File: config.mk
export PLATFORM = sky130hd
export DESIGN_NAME = id_ex_stage_flat
export DESIGN_NICKNAME = d
export VERILOG_FILES = /design/src/rtl/id_ex_stage_if.sv /design/src/rtl/id_ex_stage.sv /design/src/flat_wrapper.sv
export SDC_FILE = /design/constraint.sdc
export NUM_CORES = 1
export LEC_CHECK = 0
export ABC_AREA = 0
export CAP_MARGIN = 20
export CORE_MARGIN = 4
export CORE_UTILIZATION = 40
export DETAILED_ROUTE_END_ITERATION = 8
export GPL_ROUTABILITY_DRIVEN = 0
export PLACE_DENSITY = 0.95
export SYNTH_ARGS = -nofsm -noshare
export SYNTH_HDL_FRONTEND = slang
export SYNTH_SLANG_ARGS = --single-unit
File: constraint.sdc
create_clock -name clk -period 7.05 [get_ports clk]
set_input_delay 0.705 -clock clk [delete_from_list [all_inputs] [get_ports clk]]
set_output_delay 0.705 -clock clk [all_outputs]
set_load 0.02 [all_outputs]
File: src/rtl/id_ex_stage_if.sv
// rtl/id_ex_stage_if.sv - ID/EX stage bus: ID operands, forward sources, EX-side outputs
interface id_ex_stage_if #(
    parameter int DW = 32,
    parameter int RW = 5
);
    logic          hold;
    logic          flush;
    logic          id_valid;
    logic [DW-1:0] id_rs_data;
    logic [DW-1:0] id_rt_data;
    logic [DW-1:0] id_imm;
    logic [RW-1:0] id_rs;
    logic [RW-1:0] id_rt;
    logic [RW-1:0] id_rd;
    logic [3:0]    id_alu_ctl;
    logic          id_alu_src;
    logic          id_reg_dst;
    logic          id_reg_write;
    logic          id_mem_read;
    logic          id_mem_write;
    logic          id_mem_to_reg;
    logic          exmem_reg_write;
    logic [RW-1:0] exmem_rd;
    logic [DW-1:0] exmem_alu_out;
    logic          memwb_reg_write;
    logic [RW-1:0] memwb_rd;
    logic [DW-1:0] memwb_wdata;
    logic          ex_valid;
    logic [3:0]    ALUCtl;
    logic [DW-1:0] A;
    logic [DW-1:0] B;
    logic [DW-1:0] ex_store_data;
    logic [RW-1:0] ex_dest;
    logic          ex_reg_write;
    logic          ex_mem_read;
    logic          ex_mem_write;
    logic          ex_mem_to_reg;
    logic          load_use_stall;

    modport slave (
        input  hold, flush, id_valid, id_rs_data, id_rt_data, id_imm,
               id_rs, id_rt, id_rd, id_alu_ctl, id_alu_src, id_reg_dst,
               id_reg_write, id_mem_read, id_mem_write, id_mem_to_reg,
               exmem_reg_write, exmem_rd, exmem_alu_out,
               memwb_reg_write, memwb_rd, memwb_wdata,
        output ex_valid, ALUCtl, A, B, ex_store_data, ex_dest,
               ex_reg_write, ex_mem_read, ex_mem_write, ex_mem_to_reg,
               load_use_stall
    );

    modport master (
        output hold, flush, id_valid, id_rs_data, id_rt_data, id_imm,
               id_rs, id_rt, id_rd, id_alu_ctl, id_alu_src, id_reg_dst,
               id_reg_write, id_mem_read, id_mem_write, id_mem_to_reg,
               exmem_reg_write, exmem_rd, exmem_alu_out,
               memwb_reg_write, memwb_rd, memwb_wdata,
        input  ex_valid, ALUCtl, A, B, ex_store_data, ex_dest,
               ex_reg_write, ex_mem_read, ex_mem_write, ex_mem_to_reg,
               load_use_stall
    );
endinterface

File: src/rtl/id_ex_stage.sv
// rtl/id_ex_stage.sv - ID/EX register with EX operand forwarding and load-use detect
// Optional macro FORWARDING_EN: EX/MEM + MEM/WB forwarding and hold-time operand refresh.
module id_ex_stage #(
    parameter int DW = 32,
    parameter int RW = 5
) (
    input  logic           clk,
    input  logic           reset,
    id_ex_stage_if.slave   bus
);
    logic          valid_q, valid_d;
    logic [DW-1:0] rs_data_q, rs_data_d;
    logic [DW-1:0] rt_data_q, rt_data_d;
    logic [DW-1:0] imm_q, imm_d;
    logic [RW-1:0] rs_q, rs_d;
    logic [RW-1:0] rt_q, rt_d;
    logic [RW-1:0] dest_q, dest_d;
    logic [3:0]    alu_ctl_q, alu_ctl_d;
    logic          alu_src_q, alu_src_d;
    logic          reg_write_q, reg_write_d;
    logic          mem_read_q, mem_read_d;
    logic          mem_write_q, mem_write_d;
    logic          mem_to_reg_q, mem_to_reg_d;

    logic [DW-1:0] fwd_rs, fwd_rt;

`ifdef FORWARDING_EN
    // EX/MEM is checked first so the youngest producer wins; r0 is hard-wired zero.
    always_comb begin
        fwd_rs = rs_data_q;
        if (bus.exmem_reg_write && bus.exmem_rd == rs_q && rs_q != '0)
            fwd_rs = bus.exmem_alu_out;
        else if (bus.memwb_reg_write && bus.memwb_rd == rs_q && rs_q != '0)
            fwd_rs = bus.memwb_wdata;
        fwd_rt = rt_data_q;
        if (bus.exmem_reg_write && bus.exmem_rd == rt_q && rt_q != '0)
            fwd_rt = bus.exmem_alu_out;
        else if (bus.memwb_reg_write && bus.memwb_rd == rt_q && rt_q != '0)
            fwd_rt = bus.memwb_wdata;
    end

    assign bus.load_use_stall = valid_q && mem_read_q && dest_q != '0 && bus.id_valid &&
                                (dest_q == bus.id_rs || dest_q == bus.id_rt);
`else
    logic ex_hit, exmem_hit;
    logic unused_fwd;

    assign fwd_rs = rs_data_q;
    assign fwd_rt = rt_data_q;

    // Without forwarding any in-flight producer ahead of MEM/WB must stall the consumer.
    assign ex_hit    = valid_q && reg_write_q && dest_q != '0 &&
                       (dest_q == bus.id_rs || dest_q == bus.id_rt);
    assign exmem_hit = bus.exmem_reg_write && bus.exmem_rd != '0 &&
                       (bus.exmem_rd == bus.id_rs || bus.exmem_rd == bus.id_rt);
    assign bus.load_use_stall = bus.id_valid && (ex_hit || exmem_hit);

    assign unused_fwd = ^{bus.exmem_alu_out, bus.memwb_reg_write, bus.memwb_rd,
                          bus.memwb_wdata, rs_q, rt_q};
`endif

    always_comb begin
        valid_d      = valid_q;
        rs_data_d    = rs_data_q;
        rt_data_d    = rt_data_q;
        imm_d        = imm_q;
        rs_d         = rs_q;
        rt_d         = rt_q;
        dest_d       = dest_q;
        alu_ctl_d    = alu_ctl_q;
        alu_src_d    = alu_src_q;
        reg_write_d  = reg_write_q;
        mem_read_d   = mem_read_q;
        mem_write_d  = mem_write_q;
        mem_to_reg_d = mem_to_reg_q;
        if (bus.flush) begin
            valid_d      = 1'b0;
            rs_data_d    = '0;
            rt_data_d    = '0;
            imm_d        = '0;
            rs_d         = '0;
            rt_d         = '0;
            dest_d       = '0;
            alu_ctl_d    = '0;
            alu_src_d    = 1'b0;
            reg_write_d  = 1'b0;
            mem_read_d   = 1'b0;
            mem_write_d  = 1'b0;
            mem_to_reg_d = 1'b0;
        end else if (bus.hold) begin
            // Capture forwarded values so a producer retiring during the hold is not lost.
            rs_data_d = fwd_rs;
            rt_data_d = fwd_rt;
        end else begin
            valid_d      = bus.id_valid;
            rs_data_d    = bus.id_rs_data;
            rt_data_d    = bus.id_rt_data;
            imm_d        = bus.id_imm;
            rs_d         = bus.id_rs;
            rt_d         = bus.id_rt;
            dest_d       = bus.id_reg_dst ? bus.id_rd : bus.id_rt;
            alu_ctl_d    = bus.id_alu_ctl;
            alu_src_d    = bus.id_alu_src;
            reg_write_d  = bus.id_valid & bus.id_reg_write;
            mem_read_d   = bus.id_valid & bus.id_mem_read;
            mem_write_d  = bus.id_valid & bus.id_mem_write;
            mem_to_reg_d = bus.id_valid & bus.id_mem_to_reg;
        end
    end

    always_ff @(posedge clk or posedge reset) begin
        if (reset) begin
            valid_q      <= 1'b0;
            rs_data_q    <= '0;
            rt_data_q    <= '0;
            imm_q        <= '0;
            rs_q         <= '0;
            rt_q         <= '0;
            dest_q       <= '0;
            alu_ctl_q    <= '0;
            alu_src_q    <= 1'b0;
            reg_write_q  <= 1'b0;
            mem_read_q   <= 1'b0;
            mem_write_q  <= 1'b0;
            mem_to_reg_q <= 1'b0;
        end else begin
            valid_q      <= valid_d;
            rs_data_q    <= rs_data_d;
            rt_data_q    <= rt_data_d;
            imm_q        <= imm_d;
            rs_q         <= rs_d;
            rt_q         <= rt_d;
            dest_q       <= dest_d;
            alu_ctl_q    <= alu_ctl_d;
            alu_src_q    <= alu_src_d;
            reg_write_q  <= reg_write_d;
            mem_read_q   <= mem_read_d;
            mem_write_q  <= mem_write_d;
            mem_to_reg_q <= mem_to_reg_d;
        end
    end

    assign bus.ex_valid      = valid_q;
    assign bus.ALUCtl        = alu_ctl_q;
    assign bus.A             = fwd_rs;
    assign bus.B             = alu_src_q ? imm_q : fwd_rt;
    assign bus.ex_store_data = fwd_rt;
    assign bus.ex_dest       = dest_q;
    assign bus.ex_reg_write  = reg_write_q;
    assign bus.ex_mem_read   = mem_read_q;
    assign bus.ex_mem_write  = mem_write_q;
    assign bus.ex_mem_to_reg = mem_to_reg_q;
endmodule
File: src/flat_wrapper.sv
// flat-port wrapper written by rule: the top's interface ports become plain ports
module id_ex_stage_flat 
#(
    parameter int DW = 32,
    parameter int RW = 5
)
  (clk, reset, bus_hold, bus_flush, bus_id_valid, bus_id_rs_data, bus_id_rt_data, bus_id_imm, bus_id_rs, bus_id_rt, bus_id_rd, bus_id_alu_ctl, bus_id_alu_src, bus_id_reg_dst, bus_id_reg_write, bus_id_mem_read, bus_id_mem_write, bus_id_mem_to_reg, bus_exmem_reg_write, bus_exmem_rd, bus_exmem_alu_out, bus_memwb_reg_write, bus_memwb_rd, bus_memwb_wdata, bus_ex_valid, bus_ALUCtl, bus_A, bus_B, bus_ex_store_data, bus_ex_dest, bus_ex_reg_write, bus_ex_mem_read, bus_ex_mem_write, bus_ex_mem_to_reg, bus_load_use_stall);
  id_ex_stage_if #(.DW(DW), .RW(RW)) bus_i ();
  input  logic clk;
  input  logic reset;
  input wire logic [$bits(bus_i.hold)-1:0] bus_hold;
  input wire logic [$bits(bus_i.flush)-1:0] bus_flush;
  input wire logic [$bits(bus_i.id_valid)-1:0] bus_id_valid;
  input wire logic [$bits(bus_i.id_rs_data)-1:0] bus_id_rs_data;
  input wire logic [$bits(bus_i.id_rt_data)-1:0] bus_id_rt_data;
  input wire logic [$bits(bus_i.id_imm)-1:0] bus_id_imm;
  input wire logic [$bits(bus_i.id_rs)-1:0] bus_id_rs;
  input wire logic [$bits(bus_i.id_rt)-1:0] bus_id_rt;
  input wire logic [$bits(bus_i.id_rd)-1:0] bus_id_rd;
  input wire logic [$bits(bus_i.id_alu_ctl)-1:0] bus_id_alu_ctl;
  input wire logic [$bits(bus_i.id_alu_src)-1:0] bus_id_alu_src;
  input wire logic [$bits(bus_i.id_reg_dst)-1:0] bus_id_reg_dst;
  input wire logic [$bits(bus_i.id_reg_write)-1:0] bus_id_reg_write;
  input wire logic [$bits(bus_i.id_mem_read)-1:0] bus_id_mem_read;
  input wire logic [$bits(bus_i.id_mem_write)-1:0] bus_id_mem_write;
  input wire logic [$bits(bus_i.id_mem_to_reg)-1:0] bus_id_mem_to_reg;
  input wire logic [$bits(bus_i.exmem_reg_write)-1:0] bus_exmem_reg_write;
  input wire logic [$bits(bus_i.exmem_rd)-1:0] bus_exmem_rd;
  input wire logic [$bits(bus_i.exmem_alu_out)-1:0] bus_exmem_alu_out;
  input wire logic [$bits(bus_i.memwb_reg_write)-1:0] bus_memwb_reg_write;
  input wire logic [$bits(bus_i.memwb_rd)-1:0] bus_memwb_rd;
  input wire logic [$bits(bus_i.memwb_wdata)-1:0] bus_memwb_wdata;
  output wire logic [$bits(bus_i.ex_valid)-1:0] bus_ex_valid;
  output wire logic [$bits(bus_i.ALUCtl)-1:0] bus_ALUCtl;
  output wire logic [$bits(bus_i.A)-1:0] bus_A;
  output wire logic [$bits(bus_i.B)-1:0] bus_B;
  output wire logic [$bits(bus_i.ex_store_data)-1:0] bus_ex_store_data;
  output wire logic [$bits(bus_i.ex_dest)-1:0] bus_ex_dest;
  output wire logic [$bits(bus_i.ex_reg_write)-1:0] bus_ex_reg_write;
  output wire logic [$bits(bus_i.ex_mem_read)-1:0] bus_ex_mem_read;
  output wire logic [$bits(bus_i.ex_mem_write)-1:0] bus_ex_mem_write;
  output wire logic [$bits(bus_i.ex_mem_to_reg)-1:0] bus_ex_mem_to_reg;
  output wire logic [$bits(bus_i.load_use_stall)-1:0] bus_load_use_stall;
  assign bus_i.hold = bus_hold;
  assign bus_i.flush = bus_flush;
  assign bus_i.id_valid = bus_id_valid;
  assign bus_i.id_rs_data = bus_id_rs_data;
  assign bus_i.id_rt_data = bus_id_rt_data;
  assign bus_i.id_imm = bus_id_imm;
  assign bus_i.id_rs = bus_id_rs;
  assign bus_i.id_rt = bus_id_rt;
  assign bus_i.id_rd = bus_id_rd;
  assign bus_i.id_alu_ctl = bus_id_alu_ctl;
  assign bus_i.id_alu_src = bus_id_alu_src;
  assign bus_i.id_reg_dst = bus_id_reg_dst;
  assign bus_i.id_reg_write = bus_id_reg_write;
  assign bus_i.id_mem_read = bus_id_mem_read;
  assign bus_i.id_mem_write = bus_id_mem_write;
  assign bus_i.id_mem_to_reg = bus_id_mem_to_reg;
  assign bus_i.exmem_reg_write = bus_exmem_reg_write;
  assign bus_i.exmem_rd = bus_exmem_rd;
  assign bus_i.exmem_alu_out = bus_exmem_alu_out;
  assign bus_i.memwb_reg_write = bus_memwb_reg_write;
  assign bus_i.memwb_rd = bus_memwb_rd;
  assign bus_i.memwb_wdata = bus_memwb_wdata;
  assign bus_ex_valid = bus_i.ex_valid;
  assign bus_ALUCtl = bus_i.ALUCtl;
  assign bus_A = bus_i.A;
  assign bus_B = bus_i.B;
  assign bus_ex_store_data = bus_i.ex_store_data;
  assign bus_ex_dest = bus_i.ex_dest;
  assign bus_ex_reg_write = bus_i.ex_reg_write;
  assign bus_ex_mem_read = bus_i.ex_mem_read;
  assign bus_ex_mem_write = bus_i.ex_mem_write;
  assign bus_ex_mem_to_reg = bus_i.ex_mem_to_reg;
  assign bus_load_use_stall = bus_i.load_use_stall;
  id_ex_stage #(.DW(DW), .RW(RW)) u_core (.clk(clk), .reset(reset), .bus(bus_i));
endmodule
==> impl_metrics.env <==
export IMPL_setup_viol=0
export IMPL_startpoint="bus_id_rt[4]"
export IMPL_vias=4209
export IMPL_route_detailed_drc=0
export IMPL_grt_total_usage_pct=19.8
export IMPL_diodes=0
export IMPL_synth_most_common_cell="nor2_1"
export IMPL_antenna_found_initial=0
export IMPL_cts_tree="yes"
export IMPL_synth_edff_count=0
export IMPL_avgRoutedWirePerCell_um=17.4
export IMPL_maxSlewHeadroom_pct=28.1
export IMPL_ys_ff_latch=111
export IMPL_power_uw=1530
export IMPL_design_die_area_um2=14600
export IMPL_crit_arrival_ns=2.55
export IMPL_yosysTopAreaCell="dfrtp_1"
export IMPL_vias_per_cell=4.98
export IMPL_wl_mm=14.7
export IMPL_clock_sinks=111
export IMPL_drt_iter0_drc=225
export IMPL_nets=871
export IMPL_cts_path_max_buffers=2
export IMPL_reg2regPathDepth=3
export IMPL_drive_gt1_share_pct=8.16
export IMPL_grt_max_degree=112
export IMPL_die_h_um=121
export IMPL_regToRegSetupSlack_ns=5.62
export IMPL_slew_violations=0
export IMPL_ys_seq_area_share_pct=54.4
export IMPL_syn_area_um2=5110
export IMPL_power_leakage_uw=0.00369
export IMPL_ys_warn_count=0
export IMPL_critPathKind="in -> out"
export IMPL_holdBufCountCts=0
export IMPL_synth_common_cells="120 x nor2_1, 111 x dfrtp_1, 106 x mux2i_1, 32 x mux2_2, 20 x xor2_1"
export IMPL_final_core_util_pct=63.2
export IMPL_r2r_end="u_core.alu_src_q"
export IMPL_period_minus_slack_ns=3.25
export IMPL_start_kind="primary input"
export IMPL_fp_row_count=41
export IMPL_yosysUniqueCellTypes=18
export IMPL_grt_overflow=0
export IMPL_syn_avg_cell_area_um2=11.6
export IMPL_syn_nets=644
export IMPL_port_buffers=242
export IMPL_postCtsSetupBuffers=0
export IMPL_synth_top_area_share_pct=54.4
export IMPL_rsz0062_at_grt="false"
export IMPL_hpwlAfterDp_mm=10.8
export IMPL_area_growth_pct=55.3
export IMPL_die_w_um=121
export IMPL_async_flop_share_pct=100
export IMPL_irDropWorstVdd_mv=0.0973
export IMPL_instances_no_fill=846
export IMPL_grt_pass1_vias=4491
export IMPL_num_io_pins=313
export IMPL_ys_flop_type="dfrtp_1"
export IMPL_end_kind="primary output"
export IMPL_required_ns=6.34
export IMPL_cts_buffers=9
export IMPL_clockRootBuffer="clkbuf_16"
export IMPL_power_density_nw_per_um2=193
export IMPL_fin_skew_ns=0
export IMPL_critPathMaxFanout=3
export IMPL_hold_class="reg -> reg"
export IMPL_clk_pin_slew_ns=0.07
export IMPL_ctsResizeCount=0
export IMPL_placedCellCount=829
export IMPL_synthCells=442
export IMPL_cp_endpoint="bus_load_use_stall"
export IMPL_cap_violations=0
export IMPL_synth_area_top_cells="dfrtp_1 54%, mux2i_1 21%, nor2_1 8.8%"
export IMPL_fin_crit_sh_pct=46.1
export IMPL_htreeDepth=3
export IMPL_max_freq_ghz=0.308
export IMPL_grt_pass1_wl_mm=23.1
export IMPL_core_area_um2=12600
export IMPL_fin_tns_setup_ns=0
export IMPL_preCtsSetupSlack_ns=3.79
export IMPL_firstDrtPassIters=5
export IMPL_initial_core_util_pct=40.7
export IMPL_outcome="completed"
export IMPL_worst_slew_pin_slew_ns=1.08
export IMPL_ant_nets=0
export IMPL_hold_viol_final=0
export IMPL_clk_latency_ns=0.34
export IMPL_r2r_start="u_core.alu_src_q"
export IMPL_worst_slack_ns=3.80
-- layout make-up --
type                            instances  area (um^2)
Tap cell                              172          215
Timing Repair Buffer                  246         2470
Clock buffer                           10          239
Multi-Input combinational cell        300         2190
Inverter                                1         6.26
Fill cell                             981         4630
Clock inverter                          6         42.5
Sequential cell                       111         2780
-- how the worst min path moves through the flow --
stage / cells past startpoint / slack [ns] / start / endpoint
5_1_grt: 2 / 0.54 / u_core.imm_q[22] / u_core.imm_q[22]
3_3_place_gp: 2 / 0.50 / u_core.imm_q[31] / u_core.imm_q[31]
3_5_place_dp: 2 / 0.51 / u_core.imm_q[31] / u_core.imm_q[31]
4_1_cts: 2 / 0.53 / u_core.imm_q[31] / u_core.imm_q[31]
2_1_floorplan: 2 / 0.48 / u_core.imm_q[0] / u_core.imm_q[0]
6_report: 2 / 0.52 / u_core.bus.A[24] / u_core.bus.A[24]
-- metal layers --
metal	wire, um	GRT usage (%)	vias up
met5	0	0	-
met4	289	6.73	0
met3	1080	5.83	22
met2	7720	35.4	167
met1	5620	22.6	2079
li1	-	-	1941
-- metrics by stage --
stage	area, um^2	hold slack, ns
after detailed placement	7630	0.507
after CTS	7910	0.525
after global placement	7630	0.500
after floorplan	5110	0.484
after global routing	7940	0.537
final	7940	0.523
-- worst max-delay path: stages --
cell and delay [ns]:
clkdlybuf4s50_1 0.50, xor2_1 0.20, nor3_1 0.23, a22oi_1 0.13
o22ai_1 0.14, clkdlybuf4s50_1 0.63
-- logic make-up (layout without fill, tap and decap cells) --
kind of cell / count (synthesis) / in the layout / share of synthesized area, %
multiplexers: 138 / 138 / 27.8
AND/OR/NAND/NOR: 127 / 127 / 9.62
flip-flops: 111 / 111 / 54.4
buffers and inverters: 31 / 263 / 2.86
XOR/XNOR: 20 / 20 / 3.43
AO/OA/AOI/OAI: 15 / 15 / 1.91
-- report_power, final --
| group | total [uW] | internal, uW | switching (uW) |
|---|---|---|---|
| Sequential | 699 | 672 | 27.2 |
| Clock | 490 | 252 | 238 |
| Combinational | 343 | 186 | 157 |
| Total | 1530 | 1110 | 422 |
-- cell usage in the layout, fill, tap and decap left out --
cell,Yosys,final
buf_6,0,1
o211ai_1,1,1
mux2i_1,106,106
nor2_1,120,120
nor2b_1,1,1
buf_4,4,4
inv_6,0,1
buf_16,0,1
a21oi_1,6,6
dfrtp_1,111,111
or4_1,2,2
clkdlybuf4s50_1,0,240
xor2_1,20,20
nor3_1,4,4
o2111ai_1,1,1
inv_4,0,1
clkinv_2,0,3
inv_8,0,1
o22ai_1,1,1
mux2_2,32,32
clkbuf_16,0,9
a22oi_1,6,6
clkinvlp_4,0,1
clkbuf_8,0,1
Power figures use the tool's default switching activity.
